## src/rtl/pipe_ctrl.sv

```systemverilog
// Pipeline hazard/flush controller: per-stage stall vector, multi-cycle EX hold,
// flush/redirect pulse, and stall/flush performance counters.
module pipe_ctrl #(
    parameter int MC_W   = 6,
    parameter int PERF_W = 16
) (
    input  logic              clk,
    input  logic              rst,
    input  logic              stallreq_id,
    input  logic              stallreq_ex,
    input  logic              mc_start,
    input  logic [MC_W-1:0]   mc_len,
    input  logic              flush_req,
    input  logic [31:0]       flush_pc,
    output logic [5:0]        stall,
    output logic              flush,
    output logic [31:0]       new_pc,
    output logic              mc_busy,
    output logic [PERF_W-1:0] stall_cycles,
    output logic [7:0]        flush_count
);

    localparam logic [1:0] S_RUN   = 2'd0;
    localparam logic [1:0] S_MCYC  = 2'd1;
    localparam logic [1:0] S_FLUSH = 2'd2;

    localparam logic [5:0]      STALL_EX = 6'b001111;
    localparam logic [5:0]      STALL_ID = 6'b000111;
    localparam logic [MC_W-1:0] CNT_ONE  = MC_W'(1);

    logic [1:0]        state_q, state_d;
    logic [MC_W-1:0]   cnt_q, cnt_d;
    logic [31:0]       new_pc_q, new_pc_d;
    logic [PERF_W-1:0] stall_cycles_q;
    logic [7:0]        flush_count_q;

    function automatic logic [PERF_W-1:0] sat_inc(input logic [PERF_W-1:0] v);
        return (&v) ? v : v + {{(PERF_W-1){1'b0}}, 1'b1};
    endfunction

    // Stall is combinational from state and requests; forced quiet while in reset.
    always_comb begin
        stall = 6'b000000;
        if (rst) begin
            case (state_q)
                S_RUN: begin
                    if (stallreq_ex)      stall = STALL_EX;
                    else if (stallreq_id) stall = STALL_ID;
                end
                S_MCYC:  stall = STALL_EX;
                default: stall = 6'b000000;
            endcase
        end
    end

    always_comb begin
        state_d  = state_q;
        cnt_d    = cnt_q;
        new_pc_d = new_pc_q;
        case (state_q)
            S_RUN: begin
                if (flush_req) begin
                    state_d  = S_FLUSH;
                    new_pc_d = flush_pc;
                end else if (mc_start && (mc_len != '0)) begin
                    state_d = S_MCYC;
                    cnt_d   = mc_len;
                end
            end
            S_MCYC: begin
                if (flush_req) begin
                    state_d  = S_FLUSH;
                    cnt_d    = '0;
                    new_pc_d = flush_pc;
                end else if (cnt_q == CNT_ONE) begin
                    state_d = S_RUN;
                    cnt_d   = '0;
                end else begin
                    cnt_d = cnt_q - CNT_ONE;
                end
            end
            S_FLUSH: begin
                if (flush_req) begin
                    new_pc_d = flush_pc;
                end else begin
                    state_d = S_RUN;
                end
            end
            default: begin
                state_d = S_RUN;
                cnt_d   = '0;
            end
        endcase
    end

    always_ff @(posedge clk or negedge rst) begin
        if (!rst) begin
            state_q        <= S_RUN;
            cnt_q          <= '0;
            new_pc_q       <= 32'h0;
            stall_cycles_q <= '0;
            flush_count_q  <= 8'h00;
        end else begin
            state_q  <= state_d;
            cnt_q    <= cnt_d;
            new_pc_q <= new_pc_d;
            if (stall != 6'b000000) stall_cycles_q <= sat_inc(stall_cycles_q);
            if (state_q == S_FLUSH) flush_count_q  <= flush_count_q + 8'd1;
        end
    end

    assign flush        = (state_q == S_FLUSH);
    assign mc_busy      = (state_q == S_MCYC);
    assign new_pc       = new_pc_q;
    assign stall_cycles = stall_cycles_q;
    assign flush_count  = flush_count_q;

endmodule

```

## config.mk

```make
export PLATFORM = sky130hd
export DESIGN_NAME = pipe_ctrl
export DESIGN_NICKNAME = d
export VERILOG_FILES = /design/src/rtl/pipe_ctrl.sv
export SDC_FILE = /design/constraint.sdc
export NUM_CORES = 1
export LEC_CHECK = 0
export ABC_AREA = 1
export ABC_CLOCK_PERIOD_IN_PS = 2120
export CORE_UTILIZATION = 46
export CTS_CLUSTER_DIAMETER = 30
export DETAILED_ROUTE_END_ITERATION = 12
export GPL_TIMING_DRIVEN = 0
export PLACE_DENSITY = 0.81
export SLEW_MARGIN = 20
export SYNTH_ARGS = -nofsm -noshare
export SYNTH_HDL_FRONTEND = slang
export SYNTH_SLANG_ARGS = --single-unit
```

## constraint.sdc

```tcl
create_clock -name clk -period 2.12 [get_ports clk]
set_clock_uncertainty 0.1 [all_clocks]
set_input_delay 0.318 -clock clk [delete_from_list [all_inputs] [get_ports clk]]
set_output_delay 0.318 -clock clk [all_outputs]
set_load 0.005 [all_outputs]
```

==> out/metrics.cfg, run 1 <==
[critical_path]
crit_required_ns=1.70
delay_of_the_slowest_critical_path_stage_ns=0.48
setup.worst_path.end_class=output port
path_cells=inv_2 > nand2_2 > a31oi_4 > buf_4 > clkdlybuf4s50_1
timing_worst_setup_path_type=reg2out
critical-path-slowest-cell=sky130_fd_sc_hd__clkdlybuf4s50_1
cp-start-kind=flip-flop
timing.critical_path.arrival_ns=1.69
crit_fanout=4

[floorplanning]
die_height_um=85.09
initial_core_util_pct=48.89
chipWidth_um=85.09
ios=108
core_area_um2=6495
die_area_um2=7239
placement_rows=29

[sta]
grt_setup_unrepaired=true
drv_slew=0
totalNegativeSetupSlack_ns=0
setup_violations=0
minimum_hold_slack_ns=0.3814
fmax_ghz=0.4751
period_share_pct=99.28
layout_min_cycle_time_ns=2.105
final-hold-violation-count=0

[global_route]
antenna_found_initial=0
grt_use_met2_pct=37.24
grt_max_degree=34
grt.busiest_layer=met2
global_route.usage.met1_pct=29.50
grt_remaining_overflow=0
track_usage_pct=22.98
number_of_global_route_vias_before_repair=2779
grtUsageMet3_pct=4.669
grt_first_pass_wirelength_mm=13.01

[final_layout]
multi_input_comb_area_um2=1381
area.sequential_um2=1603
area_growth_syn_to_layout_pct=47.68
layout.cells.most_common_list=sky130_fd_sc_hd__nand2_1 (191), sky130_fd_sc_hd__clkdlybuf4s50_1 (104), sky130_fd_sc_hd__dfrtp_1 (63)
final-instance-count-excl-fill=602
antenna_diode_instance_count=0
layout_commonest_cell=sky130_fd_sc_hd__nand2_1
post-route-cell-area_um2=4690
filler_cell_count=513
final_net_count=568
layout-drive-gt1-share_pct=10.48

[routing]
vias_per_cell=4.855
route.antenna.remaining_nets=0
first_iter_violations=101
dr_total_vias=2923
drc=0
first_pass_iters=4
wire_per_inst_um=12.69
postRouteWirelength_mm=7.642

[job]
timing.max_cap.violations=0

[synth]
yosys_warnings=0
syn_inst=395
postSynthAreaPerCell_um2=8.039
ys_seq_area_share_pct=50.43
yosys_register_bits=64
mappedNetlistArea_um2=3176
synth.lib_cells_used.distinct=29

[worst_hold_path]
min_path_type=reg2reg

[clock_tree]
cts.sink_count=64
clkSlewWorstSetupHoldPaths_ns=0.06
cts_buffers=9
h-tree-depth=3
ctsRootBufferMaster=sky130_fd_sc_hd__clkbuf_8
tritoncts_clock_tree=yes
clock_insertion_delay_worst_skew_ns=0.34
cts_buffer_depth=2

[placement]
placedInstanceArea_um2=4344
port_buffers=105
dp_hpwl_mm=5.543
dp.cells=579
place_congestion=0.8570

[power_and_ir_drop]
cellLeakagePower_nw=2.324
p_per_area_nw_per_um2=1060
p_total_mw=4.971
max-vdd-ir-drop_mv=0.6505

[run_status]
status=finished, final reports clean

[path summary, 6_finish.rpt]
check	startpoint	endpoint	slack [ns]	cells past startpoint
max	state_q[1]	stall[2]	0.02	5
min	new_pc[0]	new_pc[0]	0.38	2
max reg2reg	stall_cycles[0]	stall_cycles[7]	0.25	8
min reg2reg	new_pc[0]	new_pc[0]	0.38	2
max in group asynchronous	rst	state_q[0]	1.21	4
min in group asynchronous	rst	stall_cycles[3]	0.42	3
[metal layers]
metal	up-vias	share of wire, %
li1	1455	-
met1	1371	44
met3	16	4.4
met2	81	49
met4	0	2.4
met5	-	0
[stage by stage]
stage | util (%) | setup slack (ns)
floorplan | - | 0.4953
global placement | 66.62 | -2.738
detailed placement | 66.88 | -0.4127
CTS | 72.20 | -0.01411
global route | 72.20 | -0.08274
finish | 72.20 | 0.01533
[logic make-up (layout without fill, tap and decap cells)]
group           count (synthesis)  count (layout)  share of synthesized area, %
simple gates                  254             254                         33.69
fa+ha+maj                       4               4                         1.576
other cells                     1               2                        0.1181
flops                          64              64                         50.43
buf+inv                        42             171                         6.265
compound gates                 11              11                         2.679
xor+xnor                       19              19                         5.240
[cell usage after synthesis, drive strengths merged]
cell type  number  area (um2)
conb            1       3.750
nand2         207       824.5
nor3            2       10.01
nand4           3       18.77
o22ai           2       12.51
nor2           23       103.9
buf             7       65.06
clkbuf          5       18.77
o21ai           7       46.30
xnor2          11       96.34
xor2            8       70.07
dfrtp          64        1602
a21oi           1       5.000
ha              4       50.05
inv            30       115.1
nand3          19       112.6
a31oi           1       21.27
[final cells by class]
| class | instances | area share, % |
|---|---|---|
| clock buffers | 12 | 3.522 |
| flip-flops and latches | 64 | 34.18 |
| clock inverters | 4 | 1.574 |
| inverters | 30 | 2.455 |
| plain buffers | 12 | 1.788 |
| multi-input cells | 290 | 29.46 |
| repair buffers | 113 | 24.97 |
| well taps | 77 | 2.054 |
[power by group]
part / switching (mW) / internal, mW
logic: 0.860 / 1.01
clock network: 0.473 / 0.761
registers: 0.317 / 1.55
[what timing repair did]
action / 4_1_cts / 5_1_grt
setup buffers: 3 / 0
setup endpoints to repair: 4 / 2
gates cloned: 0 / 0
gates resized for setup: 6 / 0
endpoints found under the hold margin: 64 / 0
hold buffers: 4 / 0
[state kept, by name, indices dropped and copies added, names as in the netlist]
| name | flops |
|---|---|
| new_pc | 32 |
| stall_cycles | 16 |
| flush_count | 8 |
| state_q | 2 |
| cnt_q | 6 |
[worst max-delay path, delay by kind of cell (launching register included)]
kind,cells,cell delay (ns)
flip-flops,1,0.40
AND/OR/NAND/NOR,1,0.07
AO/OA/AOI/OAI,1,0.19
buffers and inverters,3,0.70
(Power assumes the default switching activity.)
==> run 2: changes to the inputs <==
--- a/config.mk
+++ b/config.mk
@@ -10,7 +10,6 @@
 export CORE_UTILIZATION = 46
 export CTS_CLUSTER_DIAMETER = 30
 export DETAILED_ROUTE_END_ITERATION = 12
-export GPL_TIMING_DRIVEN = 0
 export PLACE_DENSITY = 0.81
 export SLEW_MARGIN = 20
 export SYNTH_ARGS = -nofsm -noshare
==> out/metrics.cfg, run 2 (synthesis gave the netlist of run 1 again) <==
[sta]
grt_setup_unrepaired=false
period_share_pct=95.92  ; -3.4 points
drv_slew=0  ; unchanged
setup_violations=0  ; unchanged
transition_at_the_pin_with_the_smallest_max_transition_slack_ns=0.8077
fmax_ghz=0.4918  ; +3.5%
slew-limit-headroom_pct=46.16
final-hold-violation-count=0  ; unchanged
minimum_hold_slack_ns=0.08836  ; -0.2930 ns
layout_min_cycle_time_ns=2.033  ; -0.07125 ns
totalNegativeSetupSlack_ns=0  ; unchanged

[final_layout]
layout-drive-gt1-share_pct=9.922  ; -0.55 points
multi_input_comb_area_um2=1379  ; -0.18%
layout_commonest_cell=sky130_fd_sc_hd__nand2_1
area.sequential_um2=1603  ; unchanged
final_net_count=558  ; -1.8%
filler_cell_count=509  ; -0.78%
antenna_diode_instance_count=0  ; unchanged
area_growth_syn_to_layout_pct=43.26
largest_reg_flops=32  ; unchanged
layout.cells.most_common_list=sky130_fd_sc_hd__nand2_1 (192), sky130_fd_sc_hd__clkdlybuf4s50_1 (103), sky130_fd_sc_hd__dfrtp_1 (63)

[critical_path]
timing_worst_setup_path_type=reg2out
crit_required_ns=1.70  ; about the same
setup.worst_path.end_class=output port
crit_fanout=3  ; -1
timing.critical_path.arrival_ns=1.62  ; -0.07 ns
cp-start-kind=flip-flop

[placement]
port_buffers=105  ; unchanged
dp_hpwl_mm=5.178  ; -6.6%
place_congestion=0.8725  ; +1.8%

[clock_tree]
clkSlewWorstSetupHoldPaths_ns=0.07  ; about the same
tritoncts_clock_tree=yes
ctsRootBufferMaster=sky130_fd_sc_hd__clkbuf_8
clock_insertion_delay_worst_skew_ns=0.33  ; about the same
cts_buffer_depth=2  ; unchanged
cts_buffers=9  ; unchanged
h-tree-depth=3  ; unchanged
ctsHoldBuffers=0  ; -4
cts.sink_count=64  ; unchanged

[worst_hold_path]
min_path_type=in2async

[global_route]
antenna_found_initial=0  ; unchanged
grt_max_degree=65  ; +91%
track_usage_pct=21.63  ; -1.3 points
grt_first_pass_wirelength_mm=12.39  ; -4.7%
number_of_global_route_vias_before_repair=2724  ; -2.0%
grt_remaining_overflow=0  ; unchanged

[routing]
postRouteWirelength_mm=7.427  ; -2.8%
first_pass_iters=4  ; unchanged
dr_total_vias=2877  ; -1.6%
first_iter_violations=154  ; +52%
drc=0  ; unchanged
wire_per_inst_um=12.57  ; -1.0%
route.antenna.remaining_nets=0  ; unchanged
vias_per_cell=4.868  ; +0.26%

[floorplanning]
die_height_um=85.09  ; unchanged
chipWidth_um=85.09  ; unchanged
ios=108  ; unchanged
placement_rows=29  ; unchanged
initial_core_util_pct=48.89  ; unchanged
core_area_um2=6495  ; unchanged
die_area_um2=7239  ; unchanged

[power_and_ir_drop]
sequentialPowerShare_pct=37.8  ; +0.2 points
power_switching_mw=1.634  ; -0.97%
p_per_area_nw_per_um2=1086  ; +2.5%
power.clock.fraction_pct=24.9  ; about the same
switching_share_pct=33.06  ; -0.13 points
power.combinational.fraction_pct=37.3  ; -0.3 points
max-vdd-ir-drop_mv=0.7571  ; +16%
cell_internal_pwr_mw=3.308  ; -0.38%
cellLeakagePower_nw=2.280  ; -1.9%
p_total_mw=4.942  ; -0.58%

[job]
timing.max_cap.violations=0  ; unchanged

[run_status]
status=finished, final reports clean

run 2: per-stage QoR:
stage,utilization (%),worst slack [ns],instance area (um2),cells
after CTS,69.64,0.01626,4523,588
final,70.04,0.08658,4549,591
after floorplan,-,0.4953,3179,396
after global routing,70.04,0.007274,4549,591
after global placement,65.83,0.09373,4275,571
after detailed placement,65.83,0.1015,4275,571
run 2: power groups by stage:
stage,Sequential (mW),Clock [mW],Combinational (mW)
finish,1.87,1.23,1.84
global route,1.91,1.32,2.05
CTS,1.86,1.26,1.85
detailed placement,1.87,0,1.82
global placement,1.86,0,1.78
floorplan,1.86,0,0.937
run 2: metal layers:
metal	routed length (um)	up-vias	share of wire [%]	track usage, %
met5	0	-	0	0
met4	163	0	2.2	8.166
met3	424	13	5.7	6.128
met2	3617	90	49	35.85
met1	3221	1346	43	26.95
li1	-	1428	-	-
run 2: path summary, 6_finish.rpt:
check	startpoint	end	slack [ns]	cells after the start
min	rst	cnt_q[4]	0.09	2
min in group clk	flush_count[7]	flush_count[7]	0.38	1
min reg2reg	flush_count[7]	flush_count[7]	0.38	1
max in group asynchronous	rst	state_q[0]	1.27	2
max reg2reg	state_q[0]	stall_cycles[9]	0.27	10
max	state_q[1]	stall[1]	0.09	4
run 2: timing repair:
| action | CTS | global route |
|---|---|---|
| gates resized for setup | 0 | 2 |
| setup buffers | 2 | 3 |
| setup endpoints to repair | 3 | 4 |
run 2: layout make-up:
class | count | area share (%)
multi-input cells | 290 | 30.31
flip-flops and latches | 64 | 35.23
clock buffers | 9 | 2.723
clock inverters | 6 | 2.393
repair buffers | 115 | 24.70
well taps | 77 | 2.118
inverters | 30 | 2.530
run 2: worst max-delay path, cell delays in order (launching register included):
cell and delay (ns):
sky130_fd_sc_hd__dfrtp_1 0.40, sky130_fd_sc_hd__inv_2 0.08, sky130_fd_sc_hd__nand2_1 0.09, sky130_fd_sc_hd__a31oi_4 0.19
sky130_fd_sc_hd__clkdlybuf4s50_1 0.53
==> run 3: changes to the inputs <==
--- a/config.mk
+++ b/config.mk
@@ -6,7 +6,7 @@
 export NUM_CORES = 1
 export LEC_CHECK = 0
 export ABC_AREA = 1
-export ABC_CLOCK_PERIOD_IN_PS = 2120
+export ABC_CLOCK_PERIOD_IN_PS = 2020
 export CORE_UTILIZATION = 46
 export CTS_CLUSTER_DIAMETER = 30
 export DETAILED_ROUTE_END_ITERATION = 12
==> constraint.sdc (replaced) <==
create_clock -name clk -period 2.02 [get_ports clk]
set_clock_uncertainty 0.1 [all_clocks]
set_input_delay 0.303 -clock clk [delete_from_list [all_inputs] [get_ports clk]]
set_output_delay 0.303 -clock clk [all_outputs]
set_load 0.005 [all_outputs]
==> out/metrics.cfg, run 3 (synthesis gave the netlist of run 1 again) <==
[critical_path]
r2r_cells=8  ; -2
cp-start-kind=flip-flop
critical_path_buf_inv_count=4  ; +2
critical-path-slowest-cell=sky130_fd_sc_hd__clkdlybuf4s50_1
setup.worst_path.end_class=output port
r2r_end=stall_cycles[10]
ff2ff_setup_slack_ns=0.28  ; about the same
delay_of_the_slowest_critical_path_stage_ns=0.49  ; -0.04 ns
path_cells=inv_2 > buf_4 > nand2_1 > inv_1 > clkdlybuf4s50_1
r2r_path_start=stall_cycles[1]
timing.critical_path.arrival_ns=1.54  ; -0.08 ns
path_depth=5  ; +1
crit_required_ns=1.62  ; -0.08 ns
timing.critical_path.max_delay_family=buffers and inverters
crit_fanout=2  ; -1
timing.critical_path.from=state_q[1]
timing_worst_setup_path_type=reg2out
setup.worst_path.end=mc_busy

[sta]
drv_slew=0  ; unchanged
slew-limit-headroom_pct=45.67  ; -0.48 points
totalNegativeSetupSlack_ns=0  ; unchanged
setup_violations=0  ; unchanged
fmax_ghz=0.5137
layout_min_cycle_time_ns=1.947
transition_at_the_pin_with_the_smallest_max_transition_slack_ns=0.8149  ; +0.007267 ns
final-hold-violation-count=0  ; unchanged
period_share_pct=96.37
grt_setup_unrepaired=false

[floorplanning]
die_area_um2=7239  ; unchanged
ios=108  ; unchanged
core_area_um2=6495  ; unchanged
placement_rows=29  ; unchanged
chipWidth_um=85.09  ; unchanged
initial_core_util_pct=48.89  ; unchanged
die_height_um=85.09  ; unchanged

[final_layout]
layout-drive-gt1-share_pct=9.922  ; unchanged
final-instance-count-excl-fill=591  ; unchanged
filler_cell_count=516  ; +1.4%
final_net_count=558  ; unchanged
layout_commonest_cell=sky130_fd_sc_hd__nand2_1
layout.cells.most_common_list=sky130_fd_sc_hd__nand2_1 (192), sky130_fd_sc_hd__clkdlybuf4s50_1 (99), sky130_fd_sc_hd__dfrtp_1 (63)
final_core_utilization_pct=69.93  ; -0.12 points
largest_reg_flops=32  ; unchanged
area_growth_syn_to_layout_pct=43.03
antenna_diode_instance_count=0  ; unchanged

[placement]
place_congestion=0.8598  ; -1.5%
dp.cells=572  ; +0.18%
dp_hpwl_mm=5.333  ; +3.0%
port_buffers=105  ; unchanged

[clock_tree]
ctsHoldBuffers=0  ; unchanged
cts_buffer_depth=2  ; unchanged
clock_insertion_delay_worst_skew_ns=0.32  ; about the same
cts.sink_count=64  ; unchanged
ctsRootBufferMaster=sky130_fd_sc_hd__clkbuf_8
cts_buffers=9  ; unchanged
h-tree-depth=3  ; unchanged
clkSlewWorstSetupHoldPaths_ns=0.07  ; about the same
tritoncts_clock_tree=yes

[global_route]
track_usage_pct=21.98  ; +0.35 points
grt_first_pass_wirelength_mm=12.59  ; +1.6%
grt_max_degree=65  ; unchanged
grt_remaining_overflow=0  ; unchanged
antenna_found_initial=0  ; unchanged
number_of_global_route_vias_before_repair=2868  ; +5.3%

[power_and_ir_drop]
cellLeakagePower_nw=2.314  ; +1.5%
cell_internal_pwr_mw=3.269  ; -1.2%
max-vdd-ir-drop_mv=0.6503  ; -14%
sequentialPowerShare_pct=39.2  ; +1.4 points
switching_share_pct=34.38  ; +1.3 points
power.clock.fraction_pct=21.6  ; -3.3 points
power_switching_mw=1.713  ; +4.8%
p_total_mw=4.981  ; +0.79%
power.combinational.fraction_pct=39.2  ; +1.9 points
p_per_area_nw_per_um2=1097  ; +0.96%

[job]
timing.max_cap.violations=0  ; unchanged

[routing]
route.antenna.remaining_nets=0  ; unchanged
postRouteWirelength_mm=7.425  ; about the same
first_pass_iters=4  ; unchanged
wire_per_inst_um=12.56  ; about the same
first_iter_violations=170  ; +10%
vias_per_cell=4.831  ; -0.76%
dr_total_vias=2855  ; -0.76%
drc=0  ; unchanged

[worst_hold_path]
min_path_type=in2async

[run_status]
status=finished, final reports clean

## run 3: cell types whose count changed in the layout (fill, tap and decap cells not counted), sizes merged
cell,change
clkdlybuf4s50,-4
dlymetal6s2s,+3
bufinv,-2
clkbuf,+1
clkinv,-1
clkinvlp,+1
dlygate4sd2,+1
inv,+1
## run 3: final cells by class
type,instances,area (um2),area share [%]
multi-input cells,290,1379,30.36
repair buffers,115,1155,25.43
clock inverters,5,56.30,1.240
well taps,77,96.34,2.121
clock buffers,10,137.6,3.030
inverters,30,115.1,2.534
flip-flops and latches,64,1603,35.29
## run 3: power by group through the flow
stage | logic (mW) | registers (mW) | clock network [mW]
global placement | 1.89 | 1.95 | 0
floorplan | 0.983 | 1.95 | 0
detailed placement | 1.95 | 1.97 | 0
finish | 1.95 | 1.95 | 1.08
CTS | 1.98 | 1.95 | 1.11
global route | 2.18 | 2.00 | 1.16
## run 3: what timing repair did
| item | in CTS | in global routing |
|---|---|---|
| buffers inserted | 4 | 0 |
| cloned | 0 | 0 |
| setup endpoints to repair | 4 | 4 |
| gates resized for setup | 2 | 4 |
## run 3: per-layer routing
metal | global-route usage (%) | wire length [um]
met1 | 27.26 | 3258
met2 | 36.51 | 3568
met3 | 4.572 | 364
met4 | 11.09 | 233
met5 | 0 | 0
## run 3: worst min path at each step
stage                   startpoint        endpoint  slack (ns)  cells after the start
floorplan                      rst        cnt_q[0]       -0.09                      0
global placement    flush_count[7]  flush_count[7]        0.36                      1
detailed placement      new_pc[14]      new_pc[14]        0.36                      2
CTS                            rst        cnt_q[4]        0.10                      2
global route                   rst        cnt_q[4]        0.15                      2
finish                         rst        cnt_q[4]        0.05                      2
## run 3: worst reg2reg max path, delay by kind of cell, from the launching register on
family | cells | cell delay [ns]
adders and majority gates | 1 | 0.22
DFF | 1 | 0.40
and+or+nand+nor | 7 | 0.92
## run 3: stage by stage
| stage | setup WS (ns) | hold slack [ns] | cell area, um2 |
|---|---|---|---|
| floorplan | 0.3953 | -0.09259 | 3179 |
| global placement | 0.02307 | 0.3623 | 4308 |
| global route | 0.01142 | 0.1480 | 4542 |
| detailed placement | 0.03619 | 0.3641 | 4308 |
| CTS | 0.009634 | 0.1007 | 4532 |
| finish | 0.07336 | 0.04569 | 4542 |
